### src/rtl/mem_window_writer.sv
// Burst writer: accepts a start address inside [WIN_LO, WIN_HI] and streams
// din words into consecutive memory addresses up to and including WIN_HI.
module mem_window_writer #(
  parameter int DATA_W = 16,
  parameter int ADDR_W = 12,
  parameter int MEM_AW = 9,
  parameter int WIN_LO = 128,
  parameter int WIN_HI = 255
) (
  input  logic              clock,
  input  logic              reset,
  input  logic              start,
  input  logic [ADDR_W-1:0] start_addr,
  input  logic              din_valid,
  input  logic [DATA_W-1:0] din,
  output logic              din_ready,
  output logic              mem_we,
  output logic [MEM_AW-1:0] mem_addr,
  output logic [DATA_W-1:0] mem_wdata,
  output logic              busy,
  output logic              done,
  output logic              OutOfBound,
  output logic [7:0]        wr_count
);

  typedef enum logic [1:0] {
    IDLE  = 2'd0,
    WRITE = 2'd1,
    DONE  = 2'd2
  } state_t;

  localparam logic [ADDR_W-1:0] LO_A = ADDR_W'(WIN_LO);
  localparam logic [ADDR_W-1:0] HI_A = ADDR_W'(WIN_HI);

  state_t            state_q, state_d;
  logic [ADDR_W-1:0] addr_q, addr_d;
  logic [7:0]        wr_count_q, wr_count_d;
  logic              oob_q, oob_d;
  logic              mem_we_q, mem_we_d;
  logic [MEM_AW-1:0] mem_addr_q, mem_addr_d;
  logic [DATA_W-1:0] mem_wdata_q, mem_wdata_d;
  logic              done_q, done_d;

  logic in_window;
  logic handshake;
  logic at_last;

  assign in_window = (start_addr >= LO_A) && (start_addr <= HI_A);
  assign handshake = din_valid && din_ready;
  assign at_last   = (addr_q == HI_A);

  // State register
  always_ff @(posedge clock or posedge reset) begin
    if (reset) begin
      state_q <= IDLE;
    end else begin
      state_q <= state_d;
    end
  end

  // Next-state logic
  always_comb begin
    state_d = state_q;
    case (state_q)
      IDLE:    if (start && in_window) state_d = WRITE;
      WRITE:   if (handshake && at_last) state_d = DONE;
      DONE:    state_d = IDLE;
      default: state_d = IDLE;
    endcase
  end

  // Outputs decoded from registered state
  always_comb begin
    din_ready = (state_q == WRITE);
    busy      = (state_q != IDLE);
  end

  // Datapath next values; address and data outputs hold between writes
  always_comb begin
    addr_d      = addr_q;
    wr_count_d  = wr_count_q;
    oob_d       = oob_q;
    mem_we_d    = 1'b0;
    mem_addr_d  = mem_addr_q;
    mem_wdata_d = mem_wdata_q;
    done_d      = 1'b0;
    if (state_q == IDLE && start) begin
      if (in_window) begin
        addr_d     = start_addr;
        wr_count_d = 8'd0;
        oob_d      = 1'b0;
      end else begin
        oob_d = 1'b1;
      end
    end
    if (state_q == WRITE && handshake) begin
      mem_we_d    = 1'b1;
      mem_addr_d  = addr_q[MEM_AW-1:0];
      mem_wdata_d = din;
      wr_count_d  = wr_count_q + 8'd1;
      // The counter stops at WIN_HI; the final word raises done instead
      if (at_last) begin
        done_d = 1'b1;
      end else begin
        addr_d = addr_q + 1'b1;
      end
    end
  end

  always_ff @(posedge clock or posedge reset) begin
    if (reset) begin
      addr_q      <= '0;
      wr_count_q  <= '0;
      oob_q       <= 1'b0;
      mem_we_q    <= 1'b0;
      mem_addr_q  <= '0;
      mem_wdata_q <= '0;
      done_q      <= 1'b0;
    end else begin
      addr_q      <= addr_d;
      wr_count_q  <= wr_count_d;
      oob_q       <= oob_d;
      mem_we_q    <= mem_we_d;
      mem_addr_q  <= mem_addr_d;
      mem_wdata_q <= mem_wdata_d;
      done_q      <= done_d;
    end
  end

  assign mem_we     = mem_we_q;
  assign mem_addr   = mem_addr_q;
  assign mem_wdata  = mem_wdata_q;
  assign done       = done_q;
  assign OutOfBound = oob_q;
  assign wr_count   = wr_count_q;

endmodule
### config.mk
export PLATFORM = sky130hd
export DESIGN_NAME = mem_window_writer
export DESIGN_NICKNAME = d
export VERILOG_FILES = /design/src/rtl/mem_window_writer.sv
export SDC_FILE = /design/constraint.sdc
export NUM_CORES = 1
export LEC_CHECK = 0
export CAP_MARGIN = 20
export CORE_MARGIN = 2
export CORE_UTILIZATION = 45
export CTS_CLUSTER_DIAMETER = 40
export DETAILED_ROUTE_END_ITERATION = 12
export DONT_BUFFER_PORTS = 1
export PLACE_DENSITY = 0.72
export RECOVER_POWER = 25
export SYNTH_ARGS = -nofsm -noshare
export SYNTH_HDL_FRONTEND = slang
export SYNTH_SLANG_ARGS = --single-unit
export TNS_END_PERCENT = 30
### constraint.sdc
create_clock -name clock -period 3.9 [get_ports clock]
set_input_delay 0.585 -clock clock [delete_from_list [all_inputs] [get_ports clock]]
set_output_delay 0.585 -clock clock [all_outputs]
set_load 0.05 [all_outputs]
# Word level (Yosys, flattened, before mapping)
# Cells that the tools add are included.
dict set report word_totals {
  input_bits 32
  wordCells 42
  out_inout_bits 38
  ff_bits 50
}
dict set report classes {
  eq_ne 4
  n_reduce_logical 12
  muxes 14
  magnitude_cmp 2
  n_addsub 2
}
# operator n
set op_table {}
lappend op_table {{two-way mux 12 bit} 4}
lappend op_table {{two-way mux 8 bit} 3}
lappend op_table {{adder 12 x 1 -> 12 bit (second input constant)} 1}
lappend op_table {{equality test 12 x 8 -> 1 bit (second input constant)} 1}
lappend op_table {{greater-or-equal comparator 12 x 8 -> 1 bit (second input constant)} 1}
lappend op_table {{<= comparator 12 x 8 -> 1 bit (second input constant)} 1}
lappend op_table {{adder 8 x 1 -> 8 bit (second input constant)} 1}
lappend op_table {{logical AND 1 bit} 6}
lappend op_table {{nonzero test 2 bit} 3}
lappend op_table {{two-way mux 1 bit} 4}
lappend op_table {{two-way mux 2 bit} 2}
lappend op_table {{one-hot mux 2 bit (2 select lines)} 1}
lappend op_table {{AND reduction 2 bit} 2}
lappend op_table {{equality test 2 x 1 -> 1 bit (second input constant)} 1}
lappend op_table {{zero test 2 bit} 1}
lappend op_table {{inequality test 2 x 1 -> 1 bit (second input constant)} 1}
lappend op_table {{inequality test 2 bit (second input constant)} 1}

# Longest topological paths before layout
# Gate-level depths: netlist (run 1).
dict set report depth {
  ltp_word 6
  ltp_mapped 6
  ltp_nobuf 5
}

# Worst setup path after synthesis (run 1)
# No wires, ideal clock.
dict set report synth_timing {
  kind {in2reg}
  start {input start}
  end {register addr_q[0]}
  t_arrival_ps 1732
  setup_ps 126
  t_required_ps 3774
  n_path_buf 1
  setup_slack_ps 2042
  cell_stages 5
  path_cell_list {nor3b_1 and4_1 clkbuf_1 nor2_2 a221o_1}
}
dict set report synth_between {
  elab_chain_len 4
}
# element line_no
set synth_rtl {}
lappend synth_rtl {{start: declaration} 12} ;# input logic start,
lappend synth_rtl {{logical AND 1 bit *} 87} ;# if (state_q == IDLE && start) begin
lappend synth_rtl {{two-way mux 12 bit *} 87}
lappend synth_rtl {{two-way mux 12 bit} 102} ;# if (at_last) begin
lappend synth_rtl {{two-way mux 12 bit *} 96} ;# if (state_q == WRITE && handshake) begin
lappend synth_rtl {{via addr_d[0]} 36} ;# logic [ADDR_W-1:0] addr_q, addr_d;
lappend synth_rtl {{end signal: assignment} 120} ;# addr_q <= addr_d;
lappend synth_rtl {{end: declaration} 36}
# Mark *: on every way through the listed nets, which the timed path passes. The rest lies on a longest branch.
# A chain may end at the register's enable or synchronous reset.

==> metrics.sh, run 1 <==
STATUS='finished with violations'
FAILED_CHECKS='capacitance limit, slew limit'
MOSTFREQUENTLAYOUTCELL='sky130_fd_sc_hd__nand2_1'
DETAIL-ROUTE-ANTENNA-NETS=0
R2R_SLACK_NS=1.71
DETAILEDPLACEMENTHPWL_MM=3.24
FINAL.SETUP.TNS_NS=0
SEQPWRFRAC=0.608
INITIAL_CORE_UTILIZATION=0.473
DETAIL_ROUTE.VIAS_PER_CELL=5.60
ROW_COUNT=25
CTS_NUM_SINKS=50
GRT_USAGE=0.183
NUMBER_OF_ANTENNA_REPAIR_DIODES=0
WIRELENGTH_MM=4.81
DRT_FIRST_ITER_VIOLATIONS=125
FLOORPLAN.DIE.WIDTH_UM=74.7
CLOCK_POWER_SHARE=0.176
PEAKVDDDROP_V=0.000377
POST_SYNTH_MAIN_AREA_CONTRIBUTORS='sky130_fd_sc_hd__dfrtp_1 56%, sky130_fd_sc_hd__nand2_1 14%, sky130_fd_sc_hd__o21ai_0 3.1%'
ANTENNA_FOUND_INITIAL=0
HOLD_VIOL_FINAL=0
NUMPORTBUFFERS=0
CTS_HTREE_LEVELS=2
POWER_PER_CELL_AREA_nW_PER_UM2=845
LAYOUT_WORST_PATH_CYCLE_SHARE=0.638
HOLDWS_NS=0.112
DRC=0
WORST_FLOP_TO_FLOP_PATH_ENDPOINT='addr_q[7]'
WORST_SKEW_LATE_LATENCY_NS=0.30
PIN_COUNT_OF_THE_BIGGEST_NET_ENTERING_GLOBAL_ROUTING=51
CRIT_TYPE='input port to asynchronous set/reset pin'
GRT_OVERFLOW=0
CTS_MADE_BUFFERS=5
NETLIST.TOP_CELL.BY_AREA='sky130_fd_sc_hd__dfrtp_1'
CP_CELL_SEQUENCE='inv_1, clkbuf_1'
LAYOUT_MIN_CYCLE_TIME_NS=2.49
MAX-CAP-VIOLATIONS=1
CTSLONGESTPATHBUFFERS=2
POST_ROUTE_CELLS_DRIVE_ABOVE_1_SHARE=0.0697
GRT_PASS1_WL_MM=7.67
POWER_REPORT.INTERNAL_TOTAL_mW=1.01
AVGROUTEDWIREPERCELL_UM=15.5
VIAS=1743
TIMING.HOLD.WORST.CLASS='input port to asynchronous set/reset pin'
NUMBER_OF_BUFFERS_ADDED_TO_FIX_HOLD_VIOLATIONS_AFTER_CTS=0
CRITICAL-PATH-SLOWEST-CELL='sky130_fd_sc_hd__clkbuf_1'
WORSTREGTOREGCELLS=6
PEAK_FANOUT_ALONG_THE_CRITICAL_PATH=42
CLOCK_SKEW_NS=0.00177
POST-CTS-SETUP-BUFFER-COUNT=0
DETAILEDROUTE.FIRSTPASSITERATIONCOUNT=4
ENDPOINT_KIND='asynchronous set/reset pin'
MAPPEDNETLISTNETS=278
SYNTH_TOP_AREA_SHARE=0.557
TIMING.FMAX_MHz=402
VIAS_IN_THE_FIRST_GLOBAL_ROUTE=1613
POST_CTS_RESIZE_COUNT=0
TIMING.SLEW.HEADROOM=-0.475
BUFFER_CELL_DRIVING_THE_CLOCK_TREE_ROOT='sky130_fd_sc_hd__clkbuf_8'
CHIPHEIGHT_UM=74.7
SYNTH.CELL_AREA_UM2=2250
FILL_CELLS=440
SYNTH_AREA_PER_CELL_UM2=9.21
FLOORPLAN.IO_PINS=70
CP-START-KIND='input port'
DESIGN.CORE.AREA_UM2=4750
CELLLEAKAGEPOWER_nW=1.14
COMBPWRFRAC=0.216
CRITICAL_PATH.MAX_STAGE_DELAY_NS=1.63
YS_SEQ_AREA_FRAC=0.557
AREA_GROWTH_SYN_TO_LAYOUT_PCT=7.13
YOSYS_REGISTER_BITS=50
CLKTRANSATPATHREGS_NS=0.08
P_SW_mW=1.02
YS_TYPES=40
RSZ_0062_RAISED_AFTER_GLOBAL_ROUTING='false'
CP.REQUIRED_NS=3.87
REPORT.FINAL.SLEW_VIOL_COUNT=43
DIE_AREA_UM2=5570
POSTSYNTHCELLCOUNT=244
SYNTHESIS.YOSYS.WARNINGS=0
NUM-NETS-FINAL=277
PLACE_CONGESTION=0.856
LAYOUT.CELLS.MOST_COMMON_LIST='85 x sky130_fd_sc_hd__nand2_1, 50 x sky130_fd_sc_hd__dfrtp_1, 14 x sky130_fd_sc_hd__o21ai_0, 8 x sky130_fd_sc_hd__nor2_1, 8 x sky130_fd_sc_hd__nand3_1'
MAX_SLEW.WORST_PIN.SLEW_NS=2.21
SETUP-VIOLATIONS-FINAL=0
NET_SWITCHING_SHARE_OF_THE_TOTAL_POWER=0.501
WORST-PATH-BUF-INV=2
CRITICAL-PATH-TOP-DELAY-FAMILY='buffers and inverters'
R2R_START='state_q[1]'
CLOCK_TREE_FROM_TRITONCTS='built'
CP.ARRIVAL_NS=2.46
-- layer usage --
| layer | track usage | up-vias | wire [um] |
|---|---|---|---|
| li1 | - | 844 | - |
| met1 | 0.239 | 819 | 2170 |
| met2 | 0.291 | 74 | 2180 |
| met3 | 0.0576 | 6 | 387 |
| met4 | 0.0595 | 0 | 65 |
| met5 | 0 | - | 0 |
-- through the flow --
stage	util	cells	setup slack [ns]	cell area (um2)	power [mW]
3_5_place_dp	0.483	302	1.61	2300	1.69
3_3_place_gp	0.483	302	1.67	2300	1.67
5_1_grt	0.506	311	0.845	2410	2.17
4_1_cts	0.506	310	1.69	2400	2.05
2_1_floorplan	-	244	2.04	2250	1.58
6_report	0.506	311	1.41	2410	2.03
-- flip-flops by register name, summed over array words and instances, names as in the netlist --
| register | flops |
|---|---|
| OutOfBound | 1 |
| addr_q | 12 |
| done | 1 |
| mem_addr | 9 |
| mem_wdata | 16 |
| mem_we | 1 |
| state_q | 2 |
| wr_count | 8 |
-- layout make-up --
type / count / area [um2] / area share
inverter: 7 / 26.3 / 0.0109
timing repair buffer: 3 / 18.8 / 0.00780
multi-input combinational: 176 / 921 / 0.383
sequential: 50 / 1250 / 0.520
clock buffer: 7 / 76.3 / 0.0317
clock inverter: 1 / 30.0 / 0.0125
tap: 67 / 83.8 / 0.0348
-- kinds of logic after synthesis --
logic type	after synthesis	share of synthesized area
xor+xnor	3	0.0117
compound gates	37	0.114
mux	1	0.00445
buf+inv	18	0.0334
simple gates	133	0.269
fa+ha+maj	2	0.0111
flops	50	0.557
-- power groups by stage --
stage	Sequential (mW)	Clock (mW)	Combinational, mW
detailed placement	1.25	0	0.442
global placement	1.25	0	0.426
global route	1.27	0.394	0.509
finish	1.24	0.357	0.440
floorplan	1.20	0	0.383
CTS	1.24	0.369	0.444
-- worst max path at each step --
stage	from	endpoint	slack (ns)	cells past startpoint
floorplan	start	addr_q[0]	2.04	5
global placement	din_valid	addr_q[7]	1.67	6
detailed placement	din_valid	addr_q[7]	1.61	6
CTS	state_q[1]	addr_q[7]	1.69	6
global route	reset	state_q[0]	0.85	2
finish	reset	addr_q[3]	1.41	2
-- synthesized netlist by cell type --
| cell | count |
|---|---|
| sky130_fd_sc_hd__nor3_1 | 4 |
| sky130_fd_sc_hd__o32ai_1 | 1 |
| sky130_fd_sc_hd__nand2b_1 | 1 |
| sky130_fd_sc_hd__buf_6 | 1 |
| sky130_fd_sc_hd__or4_4 | 1 |
| sky130_fd_sc_hd__o211ai_1 | 1 |
| sky130_fd_sc_hd__a31oi_1 | 3 |
| sky130_fd_sc_hd__a221o_1 | 1 |
| sky130_fd_sc_hd__nand3b_1 | 1 |
| sky130_fd_sc_hd__o221a_2 | 1 |
| sky130_fd_sc_hd__clkbuf_1 | 8 |
| sky130_fd_sc_hd__a21oi_1 | 5 |
| sky130_fd_sc_hd__nor2_1 | 8 |
| sky130_fd_sc_hd__nand2_1 | 85 |
| sky130_fd_sc_hd__nor3b_1 | 1 |
| sky130_fd_sc_hd__o21ai_0 | 14 |
| sky130_fd_sc_hd__and3_1 | 5 |
| sky130_fd_sc_hd__inv_1 | 7 |
| sky130_fd_sc_hd__nand3_1 | 8 |
| sky130_fd_sc_hd__o31ai_1 | 2 |
| sky130_fd_sc_hd__o31a_1 | 1 |
| sky130_fd_sc_hd__nor4_1 | 3 |
| sky130_fd_sc_hd__or4_1 | 1 |
| sky130_fd_sc_hd__nor3_2 | 1 |
| sky130_fd_sc_hd__nand4_1 | 5 |
| sky130_fd_sc_hd__o22ai_1 | 3 |
| sky130_fd_sc_hd__nor2_2 | 2 |
| sky130_fd_sc_hd__and4_1 | 3 |
| sky130_fd_sc_hd__xnor2_1 | 1 |
| sky130_fd_sc_hd__dfrtp_1 | 50 |
| sky130_fd_sc_hd__or3_1 | 2 |
| sky130_fd_sc_hd__mux2i_1 | 1 |
| sky130_fd_sc_hd__or2_2 | 2 |
| sky130_fd_sc_hd__xor2_1 | 2 |
| sky130_fd_sc_hd__buf_1 | 2 |
| sky130_fd_sc_hd__o31ai_4 | 1 |
| sky130_fd_sc_hd__a41oi_1 | 2 |
| sky130_fd_sc_hd__ha_1 | 2 |
| sky130_fd_sc_hd__a21o_1 | 1 |
| sky130_fd_sc_hd__a221oi_2 | 1 |
Power figures use the tool's default switching activity.
==> run 2, diff against run 1 <==
--- a/config.mk
+++ b/config.mk
@@ -11,7 +11,7 @@
 export CTS_CLUSTER_DIAMETER = 40
 export DETAILED_ROUTE_END_ITERATION = 12
 export DONT_BUFFER_PORTS = 1
-export PLACE_DENSITY = 0.72
+export PLACE_DENSITY = 0.74
 export RECOVER_POWER = 25
 export SYNTH_ARGS = -nofsm -noshare
 export SYNTH_HDL_FRONTEND = slang
==> constraint.sdc (replaced) <==
create_clock -name clock -period 2.2 [get_ports clock]
set_input_delay 0.33 -clock clock [delete_from_list [all_inputs] [get_ports clock]]
set_output_delay 0.33 -clock clock [all_outputs]
set_load 0.05 [all_outputs]
==> run 2 against run 1 <==
Compared with the run above: the run now ends clean; final cell count grew 2.9%; non-clock buffer count grew 9; largest cell class unchanged; critical path type is now flip-flop to flip-flop; sequential cell count is the same; via count grew 0.98%; clock skew grew 0.0075 ns; worst hold slack gained 0.013 ns; global-route usage shrank 0.19 points; sequential power grew 68%.
==> metrics.sh, run 2 (synthesis results as in run 1) <==
STATUS='finished, final reports clean'
MAX_SLEW.WORST_PIN.SLEW_NS=0.827
SEQPWRFRAC=0.575
CLOCK_SKEW_NS=0.00928
GRT_USAGE=0.181
PIN_COUNT_OF_THE_BIGGEST_NET_ENTERING_GLOBAL_ROUTING=41
CRITICAL-PATH-SLOWEST-CELL='sky130_fd_sc_hd__or4_4'
TIMING.FMAX_MHz=528
NUMBER_OF_ANTENNA_REPAIR_DIODES=0
CRIT_TYPE='flip-flop to flip-flop'
DRC=0
MOSTFREQUENTLAYOUTCELL='sky130_fd_sc_hd__nand2_1'
LAYOUT_WORST_PATH_CYCLE_SHARE=0.861
FLOORPLAN.DIE.WIDTH_UM=74.7
ENDPOINT_KIND='flip-flop'
POWER_REPORT.INTERNAL_TOTAL_mW=1.79
FILL_CELLS=453
ANTENNA_FOUND_INITIAL=0
CP_CELL_SEQUENCE='or4_4, o31ai_4, buf_4, nor2_2, a221o_1'
AVGROUTEDWIREPERCELL_UM=14.9
GRT_OVERFLOW=0
CP.REQUIRED_NS=2.40
LAYOUT_MIN_CYCLE_TIME_NS=1.89
AREA_GROWTH_SYN_TO_LAYOUT_PCT=10.1
CP-START-KIND='flip-flop'
PEAK_FANOUT_ALONG_THE_CRITICAL_PATH=13
COMBPWRFRAC=0.261
WORST_SKEW_LATE_LATENCY_NS=0.31
SETUP-VIOLATIONS-FINAL=0
POWER_PER_CELL_AREA_nW_PER_UM2=1460
CLOCK_TREE_FROM_TRITONCTS='built'
PEAKVDDDROP_V=0.000691
DRT_FIRST_ITER_VIOLATIONS=119
CTS_NUM_SINKS=50
DETAIL_ROUTE.VIAS_PER_CELL=5.50
CHIPHEIGHT_UM=74.7
MAX-CAP-VIOLATIONS=0
NET_SWITCHING_SHARE_OF_THE_TOTAL_POWER=0.505
POST_ROUTE_CELLS_DRIVE_ABOVE_1_SHARE=0.107
NUMBER_OF_BUFFERS_ADDED_TO_FIX_HOLD_VIOLATIONS_AFTER_CTS=1
ROW_COUNT=25
DETAILEDPLACEMENTHPWL_MM=3.28
CP.ARRIVAL_NS=2.09
FLOORPLAN.IO_PINS=70
FINAL.SETUP.TNS_NS=0
FINAL_CRITICAL_PATH_SETUP_SLACK_NS=0.306
POST-CTS-SETUP-BUFFER-COUNT=0
NUMPORTBUFFERS=0
GRT_PASS1_WL_MM=7.64
CELLLEAKAGEPOWER_nW=1.19
LAYOUT.CORE_UTILIZATION=0.520
HOLD_VIOL_FINAL=0
NUM-NETS-FINAL=286
P_SW_mW=1.83
LAYOUT.CELLS.MOST_COMMON_LIST='85 x sky130_fd_sc_hd__nand2_1, 50 x sky130_fd_sc_hd__dfrtp_1, 14 x sky130_fd_sc_hd__o21ai_0, 9 x sky130_fd_sc_hd__buf_4'
CLOCK_POWER_SHARE=0.165
CTS_MADE_BUFFERS=5
INITIAL_CORE_UTILIZATION=0.473
POST_CTS_RESIZE_COUNT=0
BUFFER_CELL_DRIVING_THE_CLOCK_TREE_ROOT='sky130_fd_sc_hd__clkbuf_8'
HOLDWS_NS=0.125
RSZ_0062_RAISED_AFTER_GLOBAL_ROUTING='false'
REPORT.FINAL.SLEW_VIOL_COUNT=0
VIAS=1760
CTSLONGESTPATHBUFFERS=2
PLACE_WS_NS=0.312
CTS_HTREE_LEVELS=2
LARGEST_REGISTER_FF_COUNT=16
TIMING.HOLD.WORST.CLASS='input port to flip-flop'
VIAS_IN_THE_FIRST_GLOBAL_ROUTE=1603
WORST-PATH-BUF-INV=1
DETAILEDROUTE.FIRSTPASSITERATIONCOUNT=4
CRITICAL_PATH.MAX_STAGE_DELAY_NS=0.57
DESIGN.CORE.AREA_UM2=4750
PLACE_CONGESTION=0.826
DETAIL-ROUTE-ANTENNA-NETS=0
CLKTRANSATPATHREGS_NS=0.09
CRITICAL-PATH-TOP-DELAY-FAMILY='simple AND/OR/NAND/NOR gates'
TIMING.SLEW.HEADROOM=0.449
DIE_AREA_UM2=5570
WIRELENGTH_MM=4.78
## run 2: cell count changes in the layout (fill, tap and decap cells not counted)
| cell | previous run | this run |
|---|---|---|
| sky130_fd_sc_hd__buf_4 | 2 | 9 |
| sky130_fd_sc_hd__clkinv_4 | 0 | 1 |
| sky130_fd_sc_hd__dlygate4sd3_1 | 0 | 1 |
| sky130_fd_sc_hd__clkbuf_1 | 3 | 1 |
| sky130_fd_sc_hd__clkbuf_8 | 5 | 7 |
| sky130_fd_sc_hd__clkbuf_2 | 0 | 1 |
| sky130_fd_sc_hd__bufinv_16 | 1 | 0 |
## run 2: metrics by stage
stage,power [mW],instance area (um2),instances
floorplan,2.81,2250,244
global placement,3.02,2360,311
detailed placement,3.06,2360,311
CTS,3.65,2480,320
global route,3.86,2470,320
finish,3.62,2470,320
## run 2: layout make-up
cell class                 count  area (um2)  area share
sequential                    50        1250       0.506
clock buffer                   7        96.3      0.0389
clock inverter                 1        8.76     0.00354
inverter                       7        26.3      0.0106
tap                           67        83.8      0.0339
timing repair buffer          12        86.3      0.0349
multi-input combinational    176         921       0.372
## run 2: power by group through the flow
stage          combinational, mW  clock [mW]  sequential, mW
2_1_floorplan              0.679           0            2.13
3_3_place_gp               0.925           0            2.09
3_5_place_dp               0.952           0            2.10
4_1_cts                    0.956       0.611            2.08
5_1_grt                     1.08       0.645            2.13
6_report                   0.945       0.596            2.08
## run 2: path summary, 6_finish.rpt
check,to,start,cells after the start,slack [ns]
worst max-delay path,addr_q[0],addr_q[8],5,0.31
worst min-delay path,mem_wdata[6],din[6],2,0.12
worst max register to register,addr_q[0],addr_q[8],5,0.31
worst min register to register,addr_q[11],addr_q[11],1,0.53
max in group asynchronous,addr_q[7],reset,3,0.66
min in group asynchronous,mem_wdata[9],reset,2,0.45
## run 2: metal layers
metal | track usage | part of all wire | routed length [um]
met1 | 0.249 | 0.47 | 2240
met2 | 0.278 | 0.45 | 2140
met3 | 0.0589 | 0.075 | 360
met4 | 0.0476 | 0.0075 | 36
met5 | 0 | 0 | 0
